### src/rtl/wb_arbiter_if.sv
// Bundle of the write-back arbiter's bus signals: port A (MEM stage), port B (long-latency
// units), the registered register-file write stream and the pending-register mask.
interface wb_arbiter_if;
  logic        a_valid;
  logic        a_ready;
  logic [4:0]  a_addr;
  logic [31:0] a_data;
  logic        b_valid;
  logic        b_ready;
  logic [4:0]  b_addr;
  logic [31:0] b_data;
  logic        w_req;
  logic [4:0]  w_addr;
  logic [31:0] w_data;
  logic [31:0] pend_mask;

  modport master (
    output a_valid, a_addr, a_data, b_valid, b_addr, b_data,
    input  a_ready, b_ready, w_req, w_addr, w_data, pend_mask
  );

  modport slave (
    input  a_valid, a_addr, a_data, b_valid, b_addr, b_data,
    output a_ready, b_ready, w_req, w_addr, w_data, pend_mask
  );
endinterface

### src/rtl/wb_arbiter.sv
// Write-back arbiter: in-order port A results take the register-file write port unless the
// buffered port-B head has starved or A would overtake an older B write to the same register.
module wb_arbiter #(
  parameter int unsigned FIFO_DEPTH   = 2,
  parameter int unsigned STARVE_LIMIT = 4
) (
  input logic          clk,
  input logic          rst,
  wb_arbiter_if.slave  bus
);

  localparam int unsigned PtrW  = (FIFO_DEPTH > 1) ? $clog2(FIFO_DEPTH) : 1;
  localparam int unsigned CntW  = $clog2(FIFO_DEPTH + 1);
  localparam int unsigned WaitW = (STARVE_LIMIT > 0) ? $clog2(STARVE_LIMIT + 1) : 1;

  logic [4:0]            addr_q [FIFO_DEPTH];
  logic [31:0]           data_q [FIFO_DEPTH];
  logic [FIFO_DEPTH-1:0] vld_q, vld_d;
  logic [PtrW-1:0]       wr_ptr_q, wr_ptr_d, rd_ptr_q, rd_ptr_d;
  logic [CntW-1:0]       count_q, count_d;
  logic [WaitW-1:0]      wait_q, wait_d;
  logic                  w_req_q, w_req_d;
  logic [4:0]            w_addr_q, w_addr_d;
  logic [31:0]           w_data_q, w_data_d;

  logic non_empty, force_b, waw, a_fire, push, pop;
  logic [31:0] pend;

  assign non_empty = (count_q != '0);
  assign force_b   = non_empty && (wait_q == WaitW'(STARVE_LIMIT));

  // Only valid entries take part; none of them ever targets r0.
  always_comb begin
    waw  = 1'b0;
    pend = '0;
    for (int i = 0; i < int'(FIFO_DEPTH); i++) begin
      if (vld_q[i]) begin
        pend[addr_q[i]] = 1'b1;
        if (addr_q[i] == bus.a_addr) waw = 1'b1;
      end
    end
    pend[0] = 1'b0;
  end

  assign bus.a_ready   = !force_b && !waw;
  assign bus.b_ready   = (count_q < CntW'(FIFO_DEPTH));
  assign bus.pend_mask = pend;
  assign bus.w_req     = w_req_q;
  assign bus.w_addr    = w_addr_q;
  assign bus.w_data    = w_data_q;

  assign a_fire = bus.a_valid && bus.a_ready;
  assign push   = bus.b_valid && bus.b_ready && (bus.b_addr != '0);
  assign pop    = !a_fire && non_empty;

  always_comb begin
    vld_d    = vld_q;
    wr_ptr_d = wr_ptr_q;
    rd_ptr_d = rd_ptr_q;
    count_d  = count_q;
    if (pop) begin
      vld_d[rd_ptr_q] = 1'b0;
      rd_ptr_d        = rd_ptr_q + PtrW'(1);
    end
    if (push) begin
      vld_d[wr_ptr_q] = 1'b1;
      wr_ptr_d        = wr_ptr_q + PtrW'(1);
    end
    unique case ({push, pop})
      2'b10:   count_d = count_q + CntW'(1);
      2'b01:   count_d = count_q - CntW'(1);
      default: count_d = count_q;
    endcase
  end

  always_comb begin
    wait_d = wait_q;
    if (pop || !non_empty) begin
      wait_d = '0;
    end else if (wait_q != WaitW'(STARVE_LIMIT)) begin
      wait_d = wait_q + WaitW'(1);
    end
  end

  always_comb begin
    w_req_d  = 1'b0;
    w_addr_d = w_addr_q;
    w_data_d = w_data_q;
    if (a_fire) begin
      w_req_d  = (bus.a_addr != '0);
      w_addr_d = bus.a_addr;
      w_data_d = bus.a_data;
    end else if (pop) begin
      w_req_d  = 1'b1;
      w_addr_d = addr_q[rd_ptr_q];
      w_data_d = data_q[rd_ptr_q];
    end
  end

  always_ff @(posedge clk) begin
    if (rst) begin
      vld_q    <= '0;
      wr_ptr_q <= '0;
      rd_ptr_q <= '0;
      count_q  <= '0;
      wait_q   <= '0;
      w_req_q  <= 1'b0;
      w_addr_q <= '0;
      w_data_q <= '0;
    end else begin
      vld_q    <= vld_d;
      wr_ptr_q <= wr_ptr_d;
      rd_ptr_q <= rd_ptr_d;
      count_q  <= count_d;
      wait_q   <= wait_d;
      w_req_q  <= w_req_d;
      w_addr_q <= w_addr_d;
      w_data_q <= w_data_d;
    end
  end

  // Payload storage needs no reset; vld_q alone marks live entries.
  always_ff @(posedge clk) begin
    if (push) begin
      addr_q[wr_ptr_q] <= bus.b_addr;
      data_q[wr_ptr_q] <= bus.b_data;
    end
  end

endmodule

### src/flat_wrapper.sv
// flat-port wrapper written by rule: the top's interface ports become plain ports
module wb_arbiter_flat 
#(
  parameter int unsigned FIFO_DEPTH   = 2,
  parameter int unsigned STARVE_LIMIT = 4
)
  (clk, rst, bus_a_valid, bus_a_addr, bus_a_data, bus_b_valid, bus_b_addr, bus_b_data, bus_a_ready, bus_b_ready, bus_w_req, bus_w_addr, bus_w_data, bus_pend_mask);
  wb_arbiter_if bus_i ();
  input logic clk;
  input logic rst;
  input wire logic [$bits(bus_i.a_valid)-1:0] bus_a_valid;
  input wire logic [$bits(bus_i.a_addr)-1:0] bus_a_addr;
  input wire logic [$bits(bus_i.a_data)-1:0] bus_a_data;
  input wire logic [$bits(bus_i.b_valid)-1:0] bus_b_valid;
  input wire logic [$bits(bus_i.b_addr)-1:0] bus_b_addr;
  input wire logic [$bits(bus_i.b_data)-1:0] bus_b_data;
  output wire logic [$bits(bus_i.a_ready)-1:0] bus_a_ready;
  output wire logic [$bits(bus_i.b_ready)-1:0] bus_b_ready;
  output wire logic [$bits(bus_i.w_req)-1:0] bus_w_req;
  output wire logic [$bits(bus_i.w_addr)-1:0] bus_w_addr;
  output wire logic [$bits(bus_i.w_data)-1:0] bus_w_data;
  output wire logic [$bits(bus_i.pend_mask)-1:0] bus_pend_mask;
  assign bus_i.a_valid = bus_a_valid;
  assign bus_i.a_addr = bus_a_addr;
  assign bus_i.a_data = bus_a_data;
  assign bus_i.b_valid = bus_b_valid;
  assign bus_i.b_addr = bus_b_addr;
  assign bus_i.b_data = bus_b_data;
  assign bus_a_ready = bus_i.a_ready;
  assign bus_b_ready = bus_i.b_ready;
  assign bus_w_req = bus_i.w_req;
  assign bus_w_addr = bus_i.w_addr;
  assign bus_w_data = bus_i.w_data;
  assign bus_pend_mask = bus_i.pend_mask;
  wb_arbiter #(.FIFO_DEPTH(FIFO_DEPTH), .STARVE_LIMIT(STARVE_LIMIT)) u_core (.clk(clk), .rst(rst), .bus(bus_i));
endmodule
### config.mk
export PLATFORM = sky130hd
export DESIGN_NAME = wb_arbiter_flat
export DESIGN_NICKNAME = d
export VERILOG_FILES = /design/src/rtl/wb_arbiter_if.sv /design/src/rtl/wb_arbiter.sv /design/src/flat_wrapper.sv
export SDC_FILE = /design/constraint.sdc
export NUM_CORES = 1
export LEC_CHECK = 0
export ABC_AREA = 1
export CORE_ASPECT_RATIO = 0.9
export CORE_MARGIN = 2
export CORE_UTILIZATION = 32
export DETAILED_ROUTE_END_ITERATION = 6
export PLACE_DENSITY = 0.59
export RECOVER_POWER = 25
export SLEW_MARGIN = 40
export SYNTH_ARGS = -nofsm -noshare
export SYNTH_HDL_FRONTEND = slang
export SYNTH_SLANG_ARGS = --single-unit
### constraint.sdc
create_clock -name clk -period 4.01 [get_ports clk]
set_clock_uncertainty 0.15 [all_clocks]
set_input_delay 0.802 -clock clk [delete_from_list [all_inputs] [get_ports clk]]
set_output_delay 0.802 -clock clk [all_outputs]
set_load 0.02 [all_outputs]
### After elaboration in Yosys (flattened, before gate mapping)

Memories as Yosys holds them, arrays and structs flattened. A register that Yosys moved wholly into a read port is not among the register bits.
Index checks and enable logic that the tools add are counted.
W data, S select, Z words.

| word-level totals | value |
|---|---|
| input port bits | 78 |
| word-level logic and storage cells | 84 |
| bits in writable memories | 74 |
| memories | 2 |
| bits in latches | 0 |
| bits in read-only memories | 0 |
| register bits | 47 |

Memory list:

| memory | depth | width | rd ports | clocked after Yosys merged registers in | write ports | line | text |
|---|---|---|---|---|---|---|---|
| u_core.data_q | 2 | 32 | 1 | 1 | 1 | wb_arbiter.sv:17 | `logic [31:0] data_q [FIFO_DEPTH];` |
| u_core.addr_q | 2 | 5 | 3 | 1 | 1 | wb_arbiter.sv:16 | `logic [4:0] addr_q [FIFO_DEPTH];` |

| operators by class | value |
|---|---|
| muxes and demuxes | 29 |
| bitwise logic cells | 4 |
| div/mod/pow operators | 0 |
| reduce and logical (&&, ||, !) cells | 21 |
| eq/ne operators | 6 |
| add/subtract/negate cells | 5 |
| $mul | 0 |
| order comparisons | 9 |
| shift operators | 0 |

Operator list:

| operator | count |
|---|---|
| $mux W32 | 4 |
| $or A32 B32 Y32 | 1 |
| $mux W1 | 16 |
| $lt A5 B6 Y1 const B | 2 |
| $demux W1 S5 | 2 |
| $eq A5 B5 Y1 | 2 |
| $ge A5 B1 Y1 const B | 2 |
| $logic_and A1 B1 Y1 | 10 |
| $mux W5 | 2 |
| $reduce_bool A5 Y1 | 2 |
| $reduce_bool A2 Y1 | 3 |
| $logic_not A1 Y1 | 4 |
| $lt A1 B2 Y1 const B | 2 |
| $mux W2 | 2 |
| $pmux W2 S2 | 1 |
| $add A3 B1 Y3 const B | 1 |
| $eq A3 B3 Y1 const B | 1 |
| $ne A3 B3 Y1 const B | 1 |
| $add A1 B1 Y1 const B | 2 |
| $add A2 B1 Y2 const B | 1 |
| $and A2 B2 Y2 | 1 |
| $demux W1 S1 | 2 |
| $eq A2 B1 Y1 const B | 1 |
| $eq A2 B2 Y1 const B | 1 |
| 7 further kinds | 8 |

### Longest topological paths before layout

An unclocked memory read counts as a cell.

| depth | value |
|---|---|
| depth after elaboration | 14 |
| gate-level depth with buffers | 13 |
| mapped depth without buffers | 13 |

### Worst setup path before layout

Ideal clock, no wire load.

| path | value |
|---|---|
| path type | input port to flip-flop |
| start | input bus_b_addr[3] |
| end | memory u_core.addr_q[0][0] (enable) |
| cell stages on the path | 4 |
| setup slack | 0.835 ns |
| arrival time | 2.592 ns |
| required time | 3.427 ns |
| setup time | 0.433 ns |
| cell sequence | nor3_1 nand2_1 nand3_1 nor2_1 |

| on the way | value |
|---|---|
| word-level cells in the longest chain between the ends | 4 |

RTL lines:

| item | line | text |
|---|---|---|
| start, declared | flat_wrapper.sv:15 | `input wire logic [$bits(bus_i.b_addr)-1:0] bus_b_addr;` |
| $reduce_bool A5 Y1 | wb_arbiter.sv:53 | `assign push = bus.b_valid && bus.b_ready && (bus.b_addr != '0);` |
| $logic_and A1 B1 Y1 | wb_arbiter.sv:53 |  |
| $mux W1 | wb_arbiter.sv:124 | `if (push) begin` |
| $mux W1 (implied by the code) | wb_arbiter.sv:125 | `addr_q[wr_ptr_q] <= bus.b_addr;` |
| end, declared | wb_arbiter.sv:16 |  |

No other way between the ends.

### Worst setup path after layout

| path | value |
|---|---|
| start | input bus_a_addr[3] |
| end | output bus_a_ready |

| on the way | value |
|---|---|
| word-level cells in the longest chain between the ends | 7 |
| elaborated cells between the ends (all ways) | 8 |
| classes of those cells | 2 x eq/ne; 4 x mux; 2 x reduce/logical |

RTL lines:

| item | line | text |
|---|---|---|
| start, declared | flat_wrapper.sv:12 | `input wire logic [$bits(bus_i.a_addr)-1:0] bus_a_addr;` |
| $eq A5 B5 Y1 | wb_arbiter.sv:39 | `if (addr_q[i] == bus.a_addr) waw = 1'b1;` |
| $mux W1 | wb_arbiter.sv:39 |  |
| $mux W1 | wb_arbiter.sv:37 | `if (vld_q[i]) begin` |
| $mux W1 | wb_arbiter.sv:39 |  |
| $mux W1 * | wb_arbiter.sv:37 |  |
| $logic_not A1 Y1 * | wb_arbiter.sv:45 | `assign bus.a_ready = !force_b && !waw;` |
| $logic_and A1 B1 Y1 * | wb_arbiter.sv:45 |  |
| end, declared | flat_wrapper.sv:17 | `output wire logic [$bits(bus_i.a_ready)-1:0] bus_a_ready;` |

Every way passes the cells marked *; elsewhere a longest branch is shown, timed or not.

==> qor.txt <==
Status: complete, no violations
Area grow syn2layout: 41.54%
GRT Util Overall: 0.1764
RSZ-0062 raised after global routing: false
Row count: 45
Synth unique cells: 26
VDD IR max: 0.0003547 V
Synthesized cell area: 5542 µm²
Shortest period the worst path allows: 3.805 ns
Total CTS buffers: 17
MaxCap Viol Count: 0
Design area: 7844 µm²
Syn Area/Cell: 9.099 µm²
First-pass GRT wire length: 25070 µm
Worst-path clk slew: 0.05 ns
GRT overflow: 0
First drt pass iteration count: 5
Chip width: 142.7 µm
Worst-path fanout max: 6
GP Congestion: 0.9413
Number of synthesized register bits: 122
Dpl hpwl: 10760 µm
Share of cells above drive strength 1: 0.1148
Buffers on Ports: 148
CTS tree: yes
DRT Wirelength: 15870 µm
CTS root buffer: clkbuf_16
Cts repair resizes: 0
TNS Setup: 0 ns
Setup violators final: 0
Kind of cell adding the most delay to the critical path: buffers and inverters
Seq/Total Area, Yosys: 0.5744
Max stage delay on crit path: 0.68 ns
ANT nets after route: 0
Vias in the first global route: 5016
Die area: 18390 µm²
Yosys warns: 0
CP Cell Sequence: clkdlybuf4s50_1 -> inv_1 -> nand2_1 -> nand2_1 -> nor2_1 -> nand3_1 -> nand2_1 -> nor2_1 -> clkdlybuf4s50_1
Final nets: 843
WP buf/inv: 3
CP startpoint kind: input pin
CP required: 3.06 ns
Slew of the pin with the lowest slew margin: 0.7007 ns
CTS Sinks: 122
Max_slew headroom: 0.5318
Hold Crit Class: reg2reg
Post-DP Area: 7259 µm²
Pin count of the biggest net entering global routing: 43
Wire per inst: 16.07 µm
Dpl cells: 954
Initial cell density of the core: 0.3281
Main area contributors after synthesis: edfxtp_1 (40%), dfxtp_1 (17%), nand2_1 (12%)
Remaining DRCs: 0
H-tree depth: 4
Antenna violations before repair: 2
Max-slew violation count: 0
DR iter-0 viols: 290
Critical Path AT: 2.85 ns
Worst setup EP type: output port
Pwr per Cell Area: 571.7 nW/µm²
DR vias: 4904
Post-CTS Hold Buffers: 0
Fmax: 0.2628 GHz
Syn nets: 690
Via density: 4.964
Period utilization: 0.9488
Total core area: 16890 µm²
Leakage power: 3.063 nW
Yosys top cell area share: 0.4010
Most used cell, CP: nand2_1
Final Hold Viols: 0
Critical path type: in2out
Worst hold slack: 0.3646 ns
Synth Instances: 609
Die H: 128.8 µm
Clock buffer depth: 2
Postcts setup bufs: 0
CP max-delay cell: clkdlybuf4s50_1
I/O pin count: 150
Cell taking the most area after synthesis: edfxtp_1
Filler-free cell count of the finished design: 988
Clock latency on the worst-skew pair: 0.41 ns
## Yosys cell counts, drive strengths merged
cell      n
a21oi     6
clkbuf    7
nand4     1
a31oi     1
nor4      1
nor2     83
ha        3
buf      17
o21ai    71
edfxtp   74
nor3     13
nand2   175
conb      1
mux2     32
nand3    40
inv      33
xnor2     1
xor2      2
dfxtp    48
## power breakdown
part,internal [mW],switching (mW)
clock,0.942,0.545
sequential,1.59,0.166
combinational,0.539,0.703
## stage by stage
| step | power, mW | utilization | setup WS (ns) |
|---|---|---|---|
| floorplan | 2.494 | - | 0.8348 |
| global placement | 3.005 | 0.4293 | 0.3919 |
| detailed placement | 3.036 | 0.4298 | 0.2838 |
| CTS | 4.541 | 0.4641 | 0.2762 |
| global route | 4.725 | 0.4642 | 0.1221 |
| finish | 4.484 | 0.4644 | 0.2052 |
## final cells by class
cell class / instances / area (µm²)
diodes: 2 / 5.005
clock buffers: 20 / 456.7
clock inverters: 12 / 122.6
fillers: 1591 / 9047
inverters: 33 / 126.4
multi-input cells: 430 / 2113
flip-flops and latches: 122 / 3187
well taps: 211 / 264.0
repair buffers: 158 / 1569
## logic make-up (layout without fill, tap and decap cells)
| logic type | count (synthesis) | after routing | share of synthesized area |
|---|---|---|---|
| compound gates | 78 | 78 | 0.07067 |
| xor+xnor | 3 | 3 | 0.004742 |
| fa+ha+maj | 3 | 3 | 0.006774 |
| buf+inv | 57 | 223 | 0.04651 |
| flops | 122 | 122 | 0.5744 |
| mux | 32 | 32 | 0.06503 |
| other cells | 1 | 3 | 0.0006767 |
| simple gates | 313 | 313 | 0.2312 |
## sequential cells by signal, summed over array words and instances, names as in the netlist, named ones only
signal,flops
u_core.addr_q,10
u_core.bus.w_addr,5
u_core.bus.w_data,32
u_core.bus.w_req,1
u_core.count_q,2
u_core.data_q,64
u_core.rd_ptr_q,1
u_core.vld_q,2
u_core.wait_q,3
u_core.wr_ptr_q,1
## worst paths after layout
| check | depth (start not counted) | slack [ns] | end | startpoint |
|---|---|---|---|---|
| setup / recovery | 9 | 0.21 | bus_a_ready | bus_a_addr[3] |
| hold / removal | 2 | 0.36 | u_core.wait_q[1] | u_core.wait_q[1] |
| setup reg to reg | 13 | 1.37 | u_core.count_q[1] | u_core.addr_q[1][3] |
| hold reg to reg | 2 | 0.36 | u_core.wait_q[1] | u_core.wait_q[1] |
## worst min-delay path, cell delays in order, from the launching register on
cell	delay, ns
dfxtp_1	0.32
nand3_1	0.07
a21oi_1	0.07
## cell usage in the layout (no fill, tap or decap), drive strengths merged, types with 10 or more instances in the layout
cell type      Yosys  final
nand2            175    175
clkdlybuf4s50      0    114
nor2              83     83
edfxtp            74     74
o21ai             71     71
dfxtp             48     48
nand3             40     40
dlygate4sd3        0     34
inv               33     34
mux2              32     32
clkbuf             7     20
nor3              13     13
buf               17     10
## layer usage
layer  share of wire  GRT usage
met1            0.43     0.2152
met2            0.49     0.2975
met3           0.075    0.05880
met4          0.0060    0.05358
met5               0          0
Power figures use the tool's default switching activity.
